`src/rtl/gat_mac_pkg.sv`:
```
// Shared widths, tag layout and saturation helpers for the GAT multiply-accumulate pipe.
package gat_mac_pkg;

   localparam int DEF_A_WIDTH   = 12;
   localparam int DEF_B_WIDTH   = 8;
   localparam int DEF_P_WIDTH   = 18;
   localparam int DEF_ACC_WIDTH = 32;
   localparam int DEF_NUM_STAGE = 4;

   // Frame tags that travel alongside each beat through the product pipe.
   localparam int TAG_WIDTH = 2;
   localparam int TAG_FIRST = 0;
   localparam int TAG_LAST  = 1;

   // Width of the exact product of two operands.
   function automatic int full_width(input int a_w, input int b_w);
      return a_w + b_w;
   endfunction

   // Clamp an unsigned value into [0, 2^width-1].
   function automatic logic [63:0] sat_unsigned(input logic [63:0] value, input int width);
      logic [63:0] max_v;
      max_v = (64'd1 << width) - 64'd1;
      if (value > max_v) return max_v;
      return value;
   endfunction

   // Clamp a two's complement value into [-2^(width-1), 2^(width-1)-1].
   function automatic logic [63:0] sat_signed(input logic signed [63:0] value, input int width);
      logic signed [63:0] max_v;
      logic signed [63:0] min_v;
      max_v = (64'sd1 <<< (width - 1)) - 64'sd1;
      min_v = -max_v - 64'sd1;
      if (value > max_v) return max_v;
      if (value < min_v) return min_v;
      return value;
   endfunction

endpackage

```
`src/rtl/gat_mul_pipe.sv`:
```
// Pipelined signed/unsigned multiplier with clock enable and a parallel valid/tag shift register.
// Stage 1 holds the extended operands, stage 2 the product, later stages only delay.
module gat_mul_pipe
   import gat_mac_pkg::*;
#(
   parameter int A_WIDTH   = DEF_A_WIDTH,
   parameter int B_WIDTH   = DEF_B_WIDTH,
   parameter int NUM_STAGE = DEF_NUM_STAGE,
   parameter int SIGNED_A  = 0,
   parameter int SIGNED_B  = 0,
   localparam int PW       = full_width(A_WIDTH, B_WIDTH)
) (
   input  logic                 clk,
   input  logic                 reset,
   input  logic                 ce,
   input  logic                 in_valid,
   input  logic [A_WIDTH-1:0]   in_a,
   input  logic [B_WIDTH-1:0]   in_b,
   input  logic [TAG_WIDTH-1:0] in_tag,
   output logic                 out_valid,
   output logic [PW-1:0]        out_prod,
   output logic [TAG_WIDTH-1:0] out_tag
);

   logic [PW-1:0]        a_ext, b_ext;
   logic [PW-1:0]        a_q, b_q;
   logic [PW-1:0]        prod_q [2:NUM_STAGE];
   logic [NUM_STAGE:1]   valid_q;
   logic [TAG_WIDTH-1:0] tag_q  [1:NUM_STAGE];

   // Extend both operands to the full product width so one multiply serves every signedness mix.
   always_comb begin
      if (SIGNED_A != 0) a_ext = PW'($signed(in_a));
      else               a_ext = PW'(in_a);
      if (SIGNED_B != 0) b_ext = PW'($signed(in_b));
      else               b_ext = PW'(in_b);
   end

   // Operand, product and delay registers; reset flushes every in-flight beat, ce=0 freezes all.
   always_ff @(posedge clk) begin
      if (reset) begin
         a_q     <= '0;
         b_q     <= '0;
         valid_q <= '0;
         for (int i = 1; i <= NUM_STAGE; i++) tag_q[i] <= '0;
         for (int i = 2; i <= NUM_STAGE; i++) prod_q[i] <= '0;
      end else if (ce) begin
         a_q        <= a_ext;
         b_q        <= b_ext;
         valid_q[1] <= in_valid;
         tag_q[1]   <= in_tag;
         prod_q[2]  <= a_q * b_q;
         valid_q[2] <= valid_q[1];
         tag_q[2]   <= tag_q[1];
         for (int i = 3; i <= NUM_STAGE; i++) begin
            prod_q[i]  <= prod_q[i-1];
            valid_q[i] <= valid_q[i-1];
            tag_q[i]   <= tag_q[i-1];
         end
      end
   end

   assign out_valid = valid_q[NUM_STAGE];
   assign out_prod  = prod_q[NUM_STAGE];
   assign out_tag   = tag_q[NUM_STAGE];

endmodule

```
`src/rtl/gat_mac_pipe.sv`:
```
// Pipelined multiply-accumulate: product pipe, per-product result sizer, framed accumulator.
// Handshake: a beat is taken on every clk edge with ce=1 and in_valid=1 (no backpressure);
// out_valid / out_acc_valid are only meaningful on edges where ce=1, and hold while ce=0.
module gat_mac_pipe
   import gat_mac_pkg::*;
#(
   parameter int A_WIDTH   = DEF_A_WIDTH,
   parameter int B_WIDTH   = DEF_B_WIDTH,
   parameter int P_WIDTH   = DEF_P_WIDTH,
   parameter int ACC_WIDTH = DEF_ACC_WIDTH,
   parameter int NUM_STAGE = DEF_NUM_STAGE,
   parameter int SIGNED_A  = 0,
   parameter int SIGNED_B  = 0,
   parameter int SAT_EN    = 0
) (
   input  logic                 clk,
   input  logic                 reset,
   input  logic                 ce,
   input  logic                 in_valid,
   input  logic [A_WIDTH-1:0]   in_a,
   input  logic [B_WIDTH-1:0]   in_b,
   input  logic                 in_first,
   input  logic                 in_last,
   output logic                 out_valid,
   output logic [P_WIDTH-1:0]   out_p,
   output logic                 out_acc_valid,
   output logic [ACC_WIDTH-1:0] out_acc,
   output logic                 acc_ovf
);

   localparam int PW      = full_width(A_WIDTH, B_WIDTH);
   localparam bit PSIGNED = (SIGNED_A != 0) || (SIGNED_B != 0);

   logic                 mul_valid;
   logic [PW-1:0]        mul_prod;
   logic [TAG_WIDTH-1:0] mul_tag;

   logic [63:0]          prod64;
   logic [ACC_WIDTH-1:0] prod_ext;
   logic [ACC_WIDTH-1:0] acc_q;
   logic [ACC_WIDTH:0]   sum_wide;
   logic [ACC_WIDTH-1:0] sat_val;
   logic                 add_ovf;
   logic [ACC_WIDTH-1:0] acc_next;
   logic                 ovf_next;

   gat_mul_pipe #(
      .A_WIDTH   (A_WIDTH),
      .B_WIDTH   (B_WIDTH),
      .NUM_STAGE (NUM_STAGE),
      .SIGNED_A  (SIGNED_A),
      .SIGNED_B  (SIGNED_B)
   ) u_mul (
      .clk       (clk),
      .reset     (reset),
      .ce        (ce),
      .in_valid  (in_valid),
      .in_a      (in_a),
      .in_b      (in_b),
      .in_tag    ({in_last, in_first}),
      .out_valid (mul_valid),
      .out_prod  (mul_prod),
      .out_tag   (mul_tag)
   );

   assign out_valid = mul_valid;

   // Size the product to P_WIDTH: plain truncation, or clamping to the signed/unsigned range.
   always_comb begin
      if (PSIGNED) prod64 = 64'($signed(mul_prod));
      else         prod64 = 64'(mul_prod);
      if (SAT_EN == 0)  out_p = mul_prod[P_WIDTH-1:0];
      else if (PSIGNED) out_p = P_WIDTH'(sat_signed(prod64, P_WIDTH));
      else              out_p = P_WIDTH'(sat_unsigned(prod64, P_WIDTH));
   end

   // Next accumulator value: first beat loads, otherwise add with overflow detect and optional clamp.
   always_comb begin
      if (PSIGNED) prod_ext = ACC_WIDTH'($signed(mul_prod));
      else         prod_ext = ACC_WIDTH'(mul_prod);
      sum_wide = {1'b0, acc_q} + {1'b0, prod_ext};
      if (PSIGNED) begin
         add_ovf = (acc_q[ACC_WIDTH-1] == prod_ext[ACC_WIDTH-1]) &&
                   (sum_wide[ACC_WIDTH-1] != acc_q[ACC_WIDTH-1]);
         sat_val = acc_q[ACC_WIDTH-1] ? {1'b1, {(ACC_WIDTH-1){1'b0}}}
                                      : {1'b0, {(ACC_WIDTH-1){1'b1}}};
      end else begin
         add_ovf = sum_wide[ACC_WIDTH];
         sat_val = '1;
      end
      if (mul_tag[TAG_FIRST]) begin
         acc_next = prod_ext;
         ovf_next = 1'b0;
      end else begin
         if (add_ovf && (SAT_EN != 0)) acc_next = sat_val;
         else                          acc_next = sum_wide[ACC_WIDTH-1:0];
         ovf_next = acc_ovf | add_ovf;
      end
   end

   // Accumulator stage: updates on valid beats, publishes the frame sum on the last beat.
   always_ff @(posedge clk) begin
      if (reset) begin
         acc_q         <= '0;
         acc_ovf       <= 1'b0;
         out_acc       <= '0;
         out_acc_valid <= 1'b0;
      end else if (ce) begin
         out_acc_valid <= mul_valid & mul_tag[TAG_LAST];
         if (mul_valid) begin
            acc_q   <= acc_next;
            acc_ovf <= ovf_next;
            if (mul_tag[TAG_LAST]) out_acc <= acc_next;
         end
      end
   end

endmodule

```
`config.mk`:
```
export PLATFORM = sky130hd
export DESIGN_NAME = gat_mac_pipe
export DESIGN_NICKNAME = d
export VERILOG_FILES = /design/src/rtl/gat_mac_pkg.sv /design/src/rtl/gat_mul_pipe.sv /design/src/rtl/gat_mac_pipe.sv
export SDC_FILE = /design/constraint.sdc
export NUM_CORES = 1
export LEC_CHECK = 0
export ABC_AREA = 1
export CAP_MARGIN = 5
export CORE_AREA = 2 2 173 175
export DETAILED_ROUTE_END_ITERATION = 10
export DIE_AREA = 0 0 175 177
export PLACE_DENSITY = 0.63
export SLEW_MARGIN = 20
export SYNTH_ARGS = -nofsm -noshare
export SYNTH_HDL_FRONTEND = slang
export SYNTH_SLANG_ARGS = --single-unit
```
`constraint.sdc`:
```
create_clock -name clk -period 7.09 [get_ports clk]
set_clock_uncertainty 0.2 [all_clocks]
set_input_delay 1.0635 -clock clk [delete_from_list [all_inputs] [get_ports clk]]
set_output_delay 1.0635 -clock clk [all_outputs]
set_load 0.01 [all_outputs]
```
==> flow_summary_export.csv, run 1 <==
group,metric,value,unit
synthesis,yosys_warnings,0,
grt,use_met2,0.3371,
grt,met3_usage,0.02620,
route,viasPerCell,4.688,
clocking,cts_buffers,17,
clocking,holdBufCountCts,0,
floorplanning,num_rows,63,
cells_and_area,fillers,2944,
hold_path,hp-class,"reg2reg",
timing,period_minus_slack,4.971,ns
route,drtPass1Iterations,5,
timing,tns,0,ns
synthesis,synth_top_area_frac,0.1771,
outcome,status,"complete, no violations",
grt,grt_max_degree,74,
placement,dpl.hpwl,21.24,mm
setup_path,crit_family,"adder cells",
clocking,h-tree-depth,4,
run,cap_violations,0,
setup_path,startpoint,"u_mul.b_q[5]$_SDFFE_PP0P_",
grt,grt-busiest-layer,"met2",
route,drt_iter0_drc,597,
grt,grt_first_pass_wirelength,46.24,mm
timing,finalSetupViolCount,0,
grt,antenna_found_initial,0,
pwr,clkPwrFrac,0.439,
pwr,switching_share,0.2524,
pwr,power.internal,1.634,mW
synthesis,yosysMostFrequentCell,"nand2_1",
floorplanning,die_w,175,um
timing,fmax,201.2,MHz
synthesis,syn_inst,1588,
timing,hold_slack,0.2772,ns
grt,grt-ovfl-total,0,
route,vias,9466,
setup_path,cp_slowest_cell,"o41ai_1",
floorplanning,start_util,0.3942,
setup_path,cpPeakStageDelay,0.64,ns
route,postRouteAntennaNets,0,
timing,slew_violations,0,
clocking,cts.sinks,158,
placement,dp_slack,2.099,ns
setup_path,crit_chain,"nand2_1, inv_1, fa_1, fa_1, fa_1, inv_1, fa_1, inv_1, ha_1, nand2_1, nor2_1, inv_1, o41ai_1, nand2_1, nand2_1, nor2_1",
route,wl_per_cell,13.80,um
timing,period_share,0.7012,
placement,gp_congestion,0.9086,
setup_path,cp-start-kind,"flip-flop",
synthesis,synth_seq_cells,158,
synthesis,syn_nets,1735,
clocking,clk_latency,0.42,ns
synthesis,synth_edf_count,68,
clocking,clockBufferDepth,2,
cells_and_area,seqCellArea,3844,um^2
clocking,path_clk_slew,0.07,ns
synthesis,async_reset_ff_frac,0,
floorplanning,coreArea,29240,um^2
grt,grtUsageMet1,0.2301,
route,route.detailed.drc,0,
floorplanning,pin_count,79,
setup_path,worstReg2RegEnd,"u_mul.prod_q[2][14]$_SDFFCE_PN0P_",
timing,hold_viol,0,
pwr,leakage,6.725,nW
synthesis,ys_types,47,
synthesis,synthTopCellsByCount,"nand2_1 (389), inv_1 (358), nor2_1 (143), dfxtp_1 (90), nand3_1 (90)",
clocking,clk_root_buffer_cell,"clkbuf_16",
setup_path,crit_buf_inv,4,
pwr,powerDensity,167.0,nW/um^2
cells_and_area,drive_gt1_frac,0.05402,
timing,tightest_slew,1.059,ns
setup_path,setup.worst_path.end_class,"flip-flop",
floorplanning,die_area,30980,um^2
setup_path,regToRegStartpoint,"u_mul.b_q[5]$_SDFFE_PP0P_",
grt,grtUsageTotal,0.1875,
setup_path,crit_end,"u_mul.prod_q[2][14]$_SDFFCE_PN0P_",
clocking,cts-resized-gates,0,
synthesis,ys.flop_type,"dfxtp_1",
setup_path,worstPathRequired,7.06,ns
synthesis,yosysTopAreaCell,"edfxtp_1",
cells_and_area,diodes,0,
synthesis,netlist_area,11530,um^2
clocking,tritoncts,"built",
floorplanning,die_y,177,um
route,wirelength,27.87,mm
setup_path,critPathKind,"reg2reg",
setup_path,reg2reg_depth,16,
grt,grt_pass1_vias,9393,
timing,rsz0062_at_grt,"false",
cells_and_area,fin_nets,1763,
synthesis,synth_area_per_cell,7.259,um^2
setup_path,r2r_setup_slack,2.12,ns
setup_path,path_max_fanout,13,
synthesis,synthTopCellsByArea,"edfxtp_1 (18%), dfxtp_1 (16%), nand2_1 (13%), inv_1 (12%), fa_1 (11%)",
synthesis,ys_seq_area_frac,0.3334,
timing,slew_headroom,0.2916,
setup_path,cp.arrival,4.94,ns
cells_and_area,multiInputGateArea,5946,um^2
setup_path,crit_cells,16,
pwr,p_sw,0.5517,mW
clocking,cts_setup_buffers,0,
placement,port_buffers,78,
cells_and_area,area_delta_synth_final,13.50,%
timing,finalWorstSetupSlack,2.119,ns
pwr,comb_power_share,0.094,
pwr,peakVddDrop,0.0001609,V
pwr,seqPwrFrac,0.468,
## power groups by stage
stage / clock, mW / combinational, mW / sequential, mW
after floorplan: 0 / 0.166 / 1.01
after global placement: 0 / 0.203 / 1.04
after detailed placement: 0 / 0.206 / 1.04
after CTS: 0.974 / 0.208 / 1.02
after global routing: 1.01 / 0.236 / 1.03
final: 0.959 / 0.205 / 1.02
## metrics by stage
stage                 util  std cells  instance area [um^2]  total power [mW]
floorplan                -       1588                 11530             1.181
CTS                 0.4474       2019                 13080             2.204
global placement    0.4266       1987                 12480             1.243
detailed placement  0.4266       1987                 12480             1.248
global route        0.4474       2019                 13080             2.269
finish              0.4474       2019                 13080             2.186
## cells in the final DEF, fill, tap and decap left out, types with 3 or more instances in the layout
cell,n
nor3_2,3
o21a_1,12
nand2_2,14
nand4_1,7
clkbuf_1,3
o211ai_1,10
inv_2,8
or2_1,3
nand2_1,388
clkinv_2,3
a21oi_1,66
nor2_4,6
dfxtp_1,90
clkbuf_16,19
nor4_1,3
nor3_1,7
nand3_2,9
nand3_1,90
o21bai_1,9
ha_1,60
nor2_1,142
o21ai_0,61
clkdlybuf4s50_1,78
edfxtp_1,68
or2_2,3
o21ai_1,4
nor2_2,6
inv_1,356
buf_4,6
nand3b_1,5
fa_1,61
## per-layer routing
layer  share of wire  wire, um
met3           0.035       966
met2            0.50     13800
met1            0.45     12470
met5               0         0
met4           0.023       635
## final cells by class
cell class	count	share of cell area
clock buffer	23	0.03825
clock inverter	9	0.008129
inverter	366	0.1050
multi-input combinational	989	0.4544
sequential	158	0.2938
tap	390	0.03730
timing repair buffer	84	0.06312
## logic make-up (layout without fill, tap and decap cells)
family          Yosys count  in the layout  share of synthesized area
simple gates            690            690                     0.2557
buf+inv                 441            482                     0.1516
compound gates          174            174                    0.08499
flops                   158            158                     0.3334
fa+ha+maj               121            121                     0.1711
xor+xnor                  3              3                   0.002280
mux                       1              1                  0.0008684
## worst min-delay path: cells and delay by family (launching register included)
family | cells | cell delay, ns
buffers and inverters | 1 | 0.05
AO/OA/AOI/OAI | 1 | 0.07
flip-flops | 1 | 0.30
## state kept, by name, indices dropped and copies added (netlist names)
| name | cells |
|---|---|
| u_mul.valid_q | 4 |
| u_mul.prod_q | 60 |
| u_mul.tag_q | 8 |
| u_mul.b_q | 8 |
| u_mul.a_q | 12 |
| out_acc | 32 |
| out_acc_valid | 1 |
| acc_ovf | 1 |
| acc_q | 32 |
## how the worst min path moves through the flow
stage / startpoint / to / slack, ns / depth (start not counted)
5_1_grt: u_mul.tag_q[0][9]$_SDFFCE_PN0P_ / out_acc[1]$_SDFFE_PP0P_ / 0.31 / 1
3_3_place_gp: u_mul.valid_q[1]$_SDFFE_PP0P_ / u_mul.valid_q[2]$_SDFFE_PP0P_ / 0.26 / 2
2_1_floorplan: u_mul.valid_q[1]$_SDFFE_PP0P_ / u_mul.valid_q[2]$_SDFFE_PP0P_ / 0.24 / 2
3_5_place_dp: u_mul.valid_q[1]$_SDFFE_PP0P_ / u_mul.valid_q[2]$_SDFFE_PP0P_ / 0.27 / 2
4_1_cts: u_mul.valid_q[1]$_SDFFE_PP0P_ / u_mul.valid_q[2]$_SDFFE_PP0P_ / 0.28 / 2
6_report: u_mul.valid_q[3]$_SDFFE_PP0P_ / u_mul.valid_q[3]$_SDFFE_PP0P_ / 0.28 / 2
No activity file was read; power rests on OpenSTA's default activity.
==> run 2, diff against run 1 <==
--- a/config.mk
+++ b/config.mk
@@ -10,7 +10,7 @@
 export CORE_AREA = 2 2 173 175
 export DETAILED_ROUTE_END_ITERATION = 10
 export DIE_AREA = 0 0 175 177
-export PLACE_DENSITY = 0.63
+export PLACE_DENSITY = 0.66
 export SLEW_MARGIN = 20
 export SYNTH_ARGS = -nofsm -noshare
 export SYNTH_HDL_FRONTEND = slang
==> constraint.sdc (replaced) <==
create_clock -name clk -period 4.3 [get_ports clk]
set_clock_uncertainty 0.2 [all_clocks]
set_input_delay 0.645 -clock clk [delete_from_list [all_inputs] [get_ports clk]]
set_output_delay 0.645 -clock clk [all_outputs]
set_load 0.01 [all_outputs]
==> flow_summary_export.csv, run 2 (same netlist as run 1, synthesis figures left out) <==
group,metric,value,unit
floorplanning,die_w,175,um
route,drtPass1Iterations,7,
cells_and_area,largest_reg_flops,60,
timing,slew_violations,0,
floorplanning,num_rows,63,
placement,dpl-instance-area,12970,um^2
floorplanning,die_y,177,um
cells_and_area,design_area,14260,um^2
timing,finalWorstSetupSlack,0.03030,ns
placement,dpl.hpwl,21.78,mm
clocking,cts.sinks,158,
clocking,clockBufferDepth,2,
grt,grt_pass1_vias,9761,
setup_path,worstPathRequired,4.29,ns
cells_and_area,instances_no_fill,2103,
cells_and_area,largest_register,"u_mul.prod_q",
route,viasPerCell,4.750,
grt,grt_first_pass_wirelength,47.12,mm
clocking,path_clk_slew,0.07,ns
route,postRouteAntennaNets,0,
setup_path,cp.arrival,4.26,ns
setup_path,setup.worst_path.end_class,"flip-flop",
run,cap_violations,0,
cells_and_area,diodes,0,
clocking,clk_latency,0.43,ns
outcome,status,"complete, no violations",
floorplanning,start_util,0.3942,
pwr,leakage,7.248,nW
hold_path,hp-class,"reg2reg",
floorplanning,pin_count,79,
timing,tightest_slew,0.9976,ns
setup_path,path_max_fanout,6,
timing,fmax,234.2,MHz
cells_and_area,reg.largest.list,"u_mul.prod_q: 60 flops, acc_q: 32 flops, out_acc: 32 flops",
timing,rsz0062_at_grt,"true",
placement,gp_congestion,0.9363,
setup_path,cp-start-kind,"flip-flop",
route,wl_per_cell,13.85,um
clocking,h-tree-depth,4,
grt,grt_max_degree,74,
timing,hold_viol,0,
cells_and_area,final_common_cell,"nand2_1",
floorplanning,coreArea,29240,um^2
placement,place_inst,2049,
cells_and_area,final_core_util,0.4876,
setup_path,critPathKind,"reg2reg",
placement,port_buffers,78,
cells_and_area,final_cell_mix,"nand2_1 (371), inv_1 (333), nor2_1 (138), nand3_1 (86), clkdlybuf4s50_1 (78)",
route,wirelength,29.13,mm
clocking,cts_buffers,17,
grt,grt-ovfl-total,0,
pwr,peakVddDrop,0.0002172,V
grt,grtUsageTotal,0.1900,
route,vias,9989,
floorplanning,die_area,30980,um^2
timing,period_share,0.9930,
timing,slew_headroom,0.3342,
route,drt_iter0_drc,662,
clocking,clk_root_buffer_cell,"clkbuf_16",
cells_and_area,area_delta_synth_final,23.71,%
cells_and_area,fin_nets,1847,
cells_and_area,drive_gt1_frac,0.1635,
timing,finalSetupViolCount,0,
clocking,tritoncts,"built",
pwr,powerDensity,258.8,nW/um^2
route,route.detailed.drc,0,
placement,dp_slack,-0.3430,ns
timing,period_minus_slack,4.270,ns
grt,antenna_found_initial,0,
run 2: timing repair:
action                     in CTS  in global routing
hold buffers                    0                  0
gates resized for setup        66                 93
buffers inserted               11                 11
pin swaps                      29                 57
setup endpoints to repair      12                 11
run 2: worst paths after layout:
| kind | start | end | slack, ns | cells after the start |
|---|---|---|---|---|
| worst min-delay path | u_mul.valid_q[1]$_SDFFE_PP0P_ | u_mul.valid_q[2]$_SDFFE_PP0P_ | 0.27 | 2 |
| worst max register to register | u_mul.b_q[4]$_SDFFE_PP0P_ | u_mul.prod_q[2][15]$_SDFFCE_PN0P_ | 0.03 | 19 |
| worst min register to register | u_mul.valid_q[1]$_SDFFE_PP0P_ | u_mul.valid_q[2]$_SDFFE_PP0P_ | 0.27 | 2 |
| worst max-delay path | u_mul.b_q[4]$_SDFFE_PP0P_ | u_mul.prod_q[2][15]$_SDFFCE_PN0P_ | 0.03 | 19 |
run 2: where the power goes:
part | switching (mW) | leakage [nW] | internal (mW) | total [mW]
registers | 0.0481 | 1.49 | 1.62 | 1.67
clock network | 0.704 | 0.289 | 0.824 | 1.53
logic | 0.275 | 5.47 | 0.219 | 0.495
total | 1.03 | 7.25 | 2.66 | 3.69
run 2: cell type report:
cell class,instances,area [um^2]
Clock buffer,18,429.2
Clock inverter,14,151.4
Inverter,366,1376
Timing Repair Buffer,168,1538
Fill cell,2844,14980
Tap cell,390,488.0
Multi-Input combinational cell,989,6386
Sequential cell,158,3891
run 2: critical path, stage by stage, from the launching register on:
cell	delay, ns
dfxtp_4	0.40
buf_6	0.14
nand2_4	0.05
fa_1	0.50
fa_1	0.51
inv_2	0.05
fa_1	0.53
inv_1	0.05
fa_1	0.48
inv_2	0.05
ha_4	0.29
nand2_4	0.05
a21oi_4	0.16
nor2_4	0.07
o21ai_4	0.18
nand2_1	0.09
nand2_2	0.08
nand2_1	0.05
nand2_1	0.05
nor2_1	0.04
run 2: per-layer routing:
layer  share of wire  vias up  GRT usage
li1                -     5062          -
met1            0.44     4677     0.2271
met2            0.51      214     0.3501
met3           0.032       36    0.02771
met4           0.020        0    0.06076
met5               0        -          0
run 2: stage by stage:
step	setup TNS (ns)	power, mW	hold WS [ns]
after floorplan	0	1.952	0.2441
after global placement	-1.687	2.107	0.2548
after detailed placement	-2.517	2.117	0.2599
after CTS	-0.01141	3.677	0.2721
after global routing	-0.7990	3.832	0.2874
final	0	3.690	0.2708
